`src/rtl/deci_pkg.sv`:
```
// Shared types and helpers for the binary-to-BCD display converter.
package deci_pkg;

    typedef enum logic [1:0] {
        IDLE  = 2'd0,
        SHIFT = 2'd1,
        DONE  = 2'd2
    } state_t;

    localparam logic [3:0] BLANK_CODE = 4'hF;

    function automatic int clog2(input int n);
        int r;
        r = 0;
        for (int i = 0; i < 32; i++) begin
            if ((1 << r) < n) r++;
        end
        return r;
    endfunction

endpackage

```
`src/rtl/deci_disp_conv_add3_shift.sv`:
```
// One double-dabble BCD digit cell: add 3 when the digit is 5 or more, then shift left by one.
module deci_add3_shift (
    input  logic [3:0] din,
    input  logic       shift_in,
    output logic [3:0] dout,
    output logic       carry_out
);

    logic [3:0] adj;

    always_comb begin
        adj = (din >= 4'd5) ? din + 4'd3 : din;
    end

    assign {carry_out, dout} = {adj, shift_in};

endmodule

```
`src/rtl/deci_disp_conv.sv`:
```
// Sequential binary-to-BCD display converter, one bit per clock; displayed outputs hold until DONE.
// Optional DECI_BLANK_EN: leading zero digits are replaced by the blank code.
module deci_disp_conv
    import deci_pkg::*;
#(
    parameter int WIDTH  = 8,
    parameter int DIGITS = 3,
    parameter int SIGNED = 1
) (
    input  logic                clk,
    input  logic                rst,
    input  logic [WIDTH-1:0]    value,
    input  logic                start,
    output logic [4*DIGITS-1:0] digits,
    output logic                negative,
    output logic                overflow,
    output logic                valid,
    output logic                busy,
    output logic                done
);

    localparam int CW = clog2(WIDTH + 1);
    localparam int BW = 4 * DIGITS;

    state_t          state;
    logic            pending;
    logic [WIDTH-1:0] last_val;
    logic [WIDTH-1:0] mag;
    logic [WIDTH-1:0] mag_in;
    logic [BW-1:0]   bcd;
    logic [BW-1:0]   bcd_next;
    logic [BW-1:0]   disp_next;
    logic [CW-1:0]   cnt;
    logic            sign_r;
    logic            sign_in;
    logic            ovf_r;
    logic [DIGITS:0] chain;

    assign sign_in = (SIGNED != 0) ? value[WIDTH-1] : 1'b0;
    // Negating the most negative value yields 2^(WIDTH-1), which still fits unsigned.
    assign mag_in  = sign_in ? -value : value;

    assign chain[0] = mag[WIDTH-1];

    for (genvar g = 0; g < DIGITS; g++) begin : g_cell
        deci_add3_shift u_cell (
            .din       (bcd[4*g +: 4]),
            .shift_in  (chain[g]),
            .dout      (bcd_next[4*g +: 4]),
            .carry_out (chain[g+1])
        );
    end

    always_comb begin
        disp_next = bcd;
        if (ovf_r) begin
            disp_next = {DIGITS{4'h9}};
        end
`ifdef DECI_BLANK_EN
        else begin
            logic lead;
            lead = 1'b1;
            for (int i = DIGITS - 1; i > 0; i--) begin
                if (lead && (bcd[4*i +: 4] == 4'h0)) begin
                    disp_next[4*i +: 4] = BLANK_CODE;
                end else begin
                    lead = 1'b0;
                end
            end
        end
`endif
    end

    always_ff @(posedge clk) begin
        if (rst) begin
            state    <= IDLE;
            pending  <= 1'b1;
            last_val <= '0;
            mag      <= '0;
            bcd      <= '0;
            cnt      <= '0;
            sign_r   <= 1'b0;
            ovf_r    <= 1'b0;
            digits   <= '0;
            negative <= 1'b0;
            overflow <= 1'b0;
            valid    <= 1'b0;
            busy     <= 1'b0;
            done     <= 1'b0;
        end else begin
            done <= 1'b0;
            case (state)
                IDLE: begin
                    if (pending || start || (value != last_val)) begin
                        last_val <= value;
                        mag      <= mag_in;
                        sign_r   <= sign_in;
                        bcd      <= '0;
                        ovf_r    <= 1'b0;
                        cnt      <= CW'(WIDTH);
                        pending  <= 1'b0;
                        busy     <= 1'b1;
                        state    <= SHIFT;
                    end
                end
                SHIFT: begin
                    bcd   <= bcd_next;
                    mag   <= {mag[WIDTH-2:0], 1'b0};
                    // Any bit leaving the top digit means the magnitude does not fit.
                    ovf_r <= ovf_r | chain[DIGITS];
                    cnt   <= cnt - CW'(1);
                    if (cnt == CW'(1)) state <= DONE;
                end
                DONE: begin
                    digits   <= disp_next;
                    negative <= sign_r;
                    overflow <= ovf_r;
                    valid    <= 1'b1;
                    done     <= 1'b1;
                    busy     <= 1'b0;
                    state    <= IDLE;
                end
                default: state <= IDLE;
            endcase
        end
    end

endmodule

```
`config.mk`:
```
export PLATFORM = sky130hd
export DESIGN_NAME = deci_disp_conv
export DESIGN_NICKNAME = d
export VERILOG_FILES = /design/src/rtl/deci_pkg.sv /design/src/rtl/deci_disp_conv_add3_shift.sv /design/src/rtl/deci_disp_conv.sv
export SDC_FILE = /design/constraint.sdc
export NUM_CORES = 1
export LEC_CHECK = 0
export CAP_MARGIN = 5
export CORE_MARGIN = 2
export CORE_UTILIZATION = 51
export CTS_CLUSTER_SIZE = 12
export DETAILED_ROUTE_END_ITERATION = 7
export GPL_ROUTABILITY_DRIVEN = 1
export PLACE_DENSITY = 0.75
export SKIP_LAST_GASP = 1
export SLEW_MARGIN = 20
export SYNTH_ARGS = -nofsm -noshare
export SYNTH_HDL_FRONTEND = slang
export SYNTH_SLANG_ARGS = --single-unit
```
`constraint.sdc`:
```
create_clock -name clk -period 1.5 [get_ports clk]
set_input_delay 0.15 -clock clk [delete_from_list [all_inputs] [get_ports clk]]
set_output_delay 0.15 -clock clk [all_outputs]
set_load 0.01 [all_outputs]
```
==> impl_metrics.yaml <==
floorplan:
  fp-row-count: 26
  die_area_um2: 5880
  initial_core_util_pct: 52.7
  fp.dieW_um: 76.7
  core_area_um2: 5110
  ioPinCount: 28
  die_h_um: 76.7
worst_setup_path:
  cp_slowest_cell: "clkdlybuf4s50_1"
  critPathArrivalTime_ns: 1.79
  max_stage_delay_ns: 0.46
  crit_top_cell: "nand3_2"
  worst-path-buf-inv: 2
  worstPathCellList: "clkdlybuf4s50_1 > xnor2_2 > nand3_2 > o31ai_4 > buf_6 > nand3_2 > a21oi_1"
  worstPathRequired_ns: 1.74
  crit_family: "buffers and inverters"
  worst_setup_path_start_kind: "primary input"
  crit_fanout: 5
  critPathCaptureType: "flop"
  worstSetupPathType: "primary input to flop"
sta:
  final-setup-viol-count: 7
  rsz0062_at_grt: "true"
  finalCriticalPeriod_ns: 1.55
  slew_viol_final: 0
  hold_ws_ns: 0.192
  finalHoldViolCount: 0
  timing.final.ws_setup_ns: -0.0495
  post-route-period-util_pct: 103
  worst_pin_slew_ns: 0.439
  max_slew_margin_pct: 70.7
  max_freq_mhz: 645
  finClkSkew_ns: 0.0107
cells_and_area:
  fin_cells: 444
  finish.utilization_pct: 68.9
  nNetsFinal: 393
  drive_above_1_share_pct: 26.2
  syn_to_final_growth_pct: 30.6
  fill_cells: 418
  diodes: 0
pwr:
  total_power_mw: 2.95
  power_density_nw_per_um2: 839
  leakage_nw: 1.35
  peakVddDrop_uv: 672
placed_design:
  gp_congestion: 0.861
  pre_cts_ws_ns: -0.418
  dp.cells: 431
  dpl.hpwl_um: 4500
  port_buffers: 27
global_routing:
  use_met1_pct: 30.0
  met3_usage_pct: 4.82
  grt.overflow.total: 0
  grt_pass1_vias: 2290
  grt_busiest_layer: "met2"
  grt_pass1_wl_um: 10700
  use_met2_pct: 35.8
  grt_max_degree: 17
  grt_use_total_pct: 22.3
  antenna_found_initial: 0
drt:
  drc: 0
  drt_first_pass_iters: 5
  vias: 2491
  wire_per_inst_um: 15.5
  dr.first_iter.drc_count: 219
  drt_wl_total_um: 6880
  viasPerCell: 5.61
  ant_nets: 0
synthesis:
  synth_cells: 318
  synth_top_area_share_pct: 39.4
  ys_async_sr_fraction_pct: 0
  ys.flop_type: "dfxtp_1"
  syn_area_um2: 2690
  synth_edf_count: 0
  yosys_warnings: 0
  ys_top_cells_by_count: "53 x dfxtp_1, 36 x nor2_1, 32 x nand2_1"
  yosys-top-cells-area: "dfxtp_1 39%, a21oi_1 5.6%, nor2_1 5.0%, xnor2_1 4.9%, nand2_1 4.5%"
  synth_fa_ha_area_share_pct: 4.18
  synth_compound_area_share_pct: 18.7
  syn_area_per_cell_um2: 8.47
  syn_nets: 338
  synth-seq-cells: 53
  ys_types: 48
  synthSimpleGateAreaFrac_pct: 22.6
  synthMuxAreaShare_pct: 1.86
  synth_xor_area_share_pct: 6.46
  synth_top_family_by_area: "simple AND/OR/NAND/NOR gates"
  seq_area_frac_synth_pct: 39.4
  yosys.area.top_type: "dfxtp_1"
  yosysMostFrequentCell: "dfxtp_1"
hold_path:
  hold_class: "primary input to flop"
cts:
  insertion_delay_ns: 0.31
  root_buffer: "clkbuf_8"
  clkSinkCount: 53
  clockBufferDepth: 2
  cts_buffers: 5
  cts_tree: "built"
  clkTransAtPathRegs_ns: 0.09
  htree_levels: 2
  hold_buffers: 0
status:
  status: "finished, violations left"
  violations: "setup timing"
job:
  cap_violations: 0
-- registers in the layout, indices dropped and copies added (netlist names) --
name / count
done: 1
bcd: 12
ovf_r: 1
mag: 8
negative: 1
state: 2
last_val: 8
digits: 12
busy: 1
pending: 1
overflow: 1
valid: 1
cnt: 4
-- worst paths after layout --
check / to / slack, ns / start / cells after the start
setup / recovery: mag[0]$_SDFFE_PP0P_ / -0.05 / value[6] / 7
hold / removal: last_val[2]$_SDFFE_PP0P_ / 0.19 / value[2] / 3
setup reg to reg: mag[0]$_SDFFE_PP0P_ / -0.04 / last_val[0]$_SDFFE_PP0P_ / 6
hold reg to reg: digits[10]$_SDFFE_PP0P_ / 0.45 / digits[10]$_SDFFE_PP0P_ / 2
-- cell type report --
type	instances	area [um2]	share of cell area [%]
multi-input combinational	227	1610	45.6
tap	70	87.6	2.49
inverter	18	67.6	1.92
sequential	53	1070	30.4
clock buffer	6	72.6	2.06
clock inverter	2	15.0	0.427
timing repair buffer	68	599	17.0
-- metal layers --
| metal | part of all wire [%] | vias to the layer above | wire [um] |
|---|---|---|---|
| met5 | 0 | - | 0 |
| li1 | - | 1213 | - |
| met1 | 44 | 1172 | 3020 |
| met4 | 2.0 | 0 | 136 |
| met3 | 5.1 | 19 | 351 |
| met2 | 49 | 87 | 3370 |
-- power by group --
group          internal [mW]  total [mW]  switching, mW
clock                  0.330       0.806          0.476
sequential              1.47        1.53         0.0579
combinational          0.288       0.617          0.328
-- tightest hold or removal path, delay by kind of cell --
family                 cells  cell delay, ns
and+or+nand+nor            1            0.08
AOI/OAI and AO/OA          1            0.05
buffers and inverters      1            0.17
-- cell families (layout without fill, tap and decap cells) --
logic type,count (synthesis),count (layout)
simple gates,125,125
xor+xnor,19,19
compound gates,68,69
flops,53,53
fa+ha+maj,9,9
mux,5,5
buf+inv,39,94
-- placed cells by master, fill, tap and decap left out, types with 2 or more instances in the layout --
master / Yosys / final
dfxtp_1: 53 / 45
buf_4: 3 / 37
nor2_1: 36 / 34
nand2_1: 32 / 31
a21oi_1: 30 / 25
clkdlybuf4s50_1: 0 / 19
nor3_1: 20 / 18
inv_1: 17 / 17
or3_1: 11 / 11
nand2b_1: 9 / 9
ha_1: 9 / 9
xnor2_2: 1 / 8
xnor2_1: 15 / 8
dfxtp_2: 0 / 8
o21ai_0: 7 / 6
o32ai_1: 6 / 6
mux2i_1: 5 / 5
o31ai_1: 5 / 5
clkbuf_8: 0 / 5
a21oi_2: 0 / 4
dlygate4sd2_1: 0 / 4
o22ai_1: 4 / 3
xor2_1: 3 / 3
nand3_2: 0 / 3
a211oi_2: 3 / 3
dlymetal6s2s_1: 0 / 3
buf_6: 3 / 3
nor2_2: 0 / 2
a41oi_4: 1 / 2
o32a_1: 2 / 2
nor3_2: 1 / 2
nand4_1: 2 / 2
clkinvlp_4: 0 / 2
-- through the flow --
| step | TNS, ns | cell area, um2 |
|---|---|---|
| after floorplan | 0 | 2710 |
| after global placement | -9.21 | 3210 |
| after detailed placement | -10.27 | 3210 |
| after CTS | -0.00837 | 3380 |
| after global routing | -1.04 | 3520 |
| final | -0.111 | 3520 |
-- repair_timing --
action                                  4_1_cts  5_1_grt
gates resized for setup                      12       32
endpoints found under the setup margin       24       40
pin swaps                                     8       18
gates cloned                                  1        0
buffers inserted                              3        1
No activity file was read; power rests on OpenSTA's default activity.
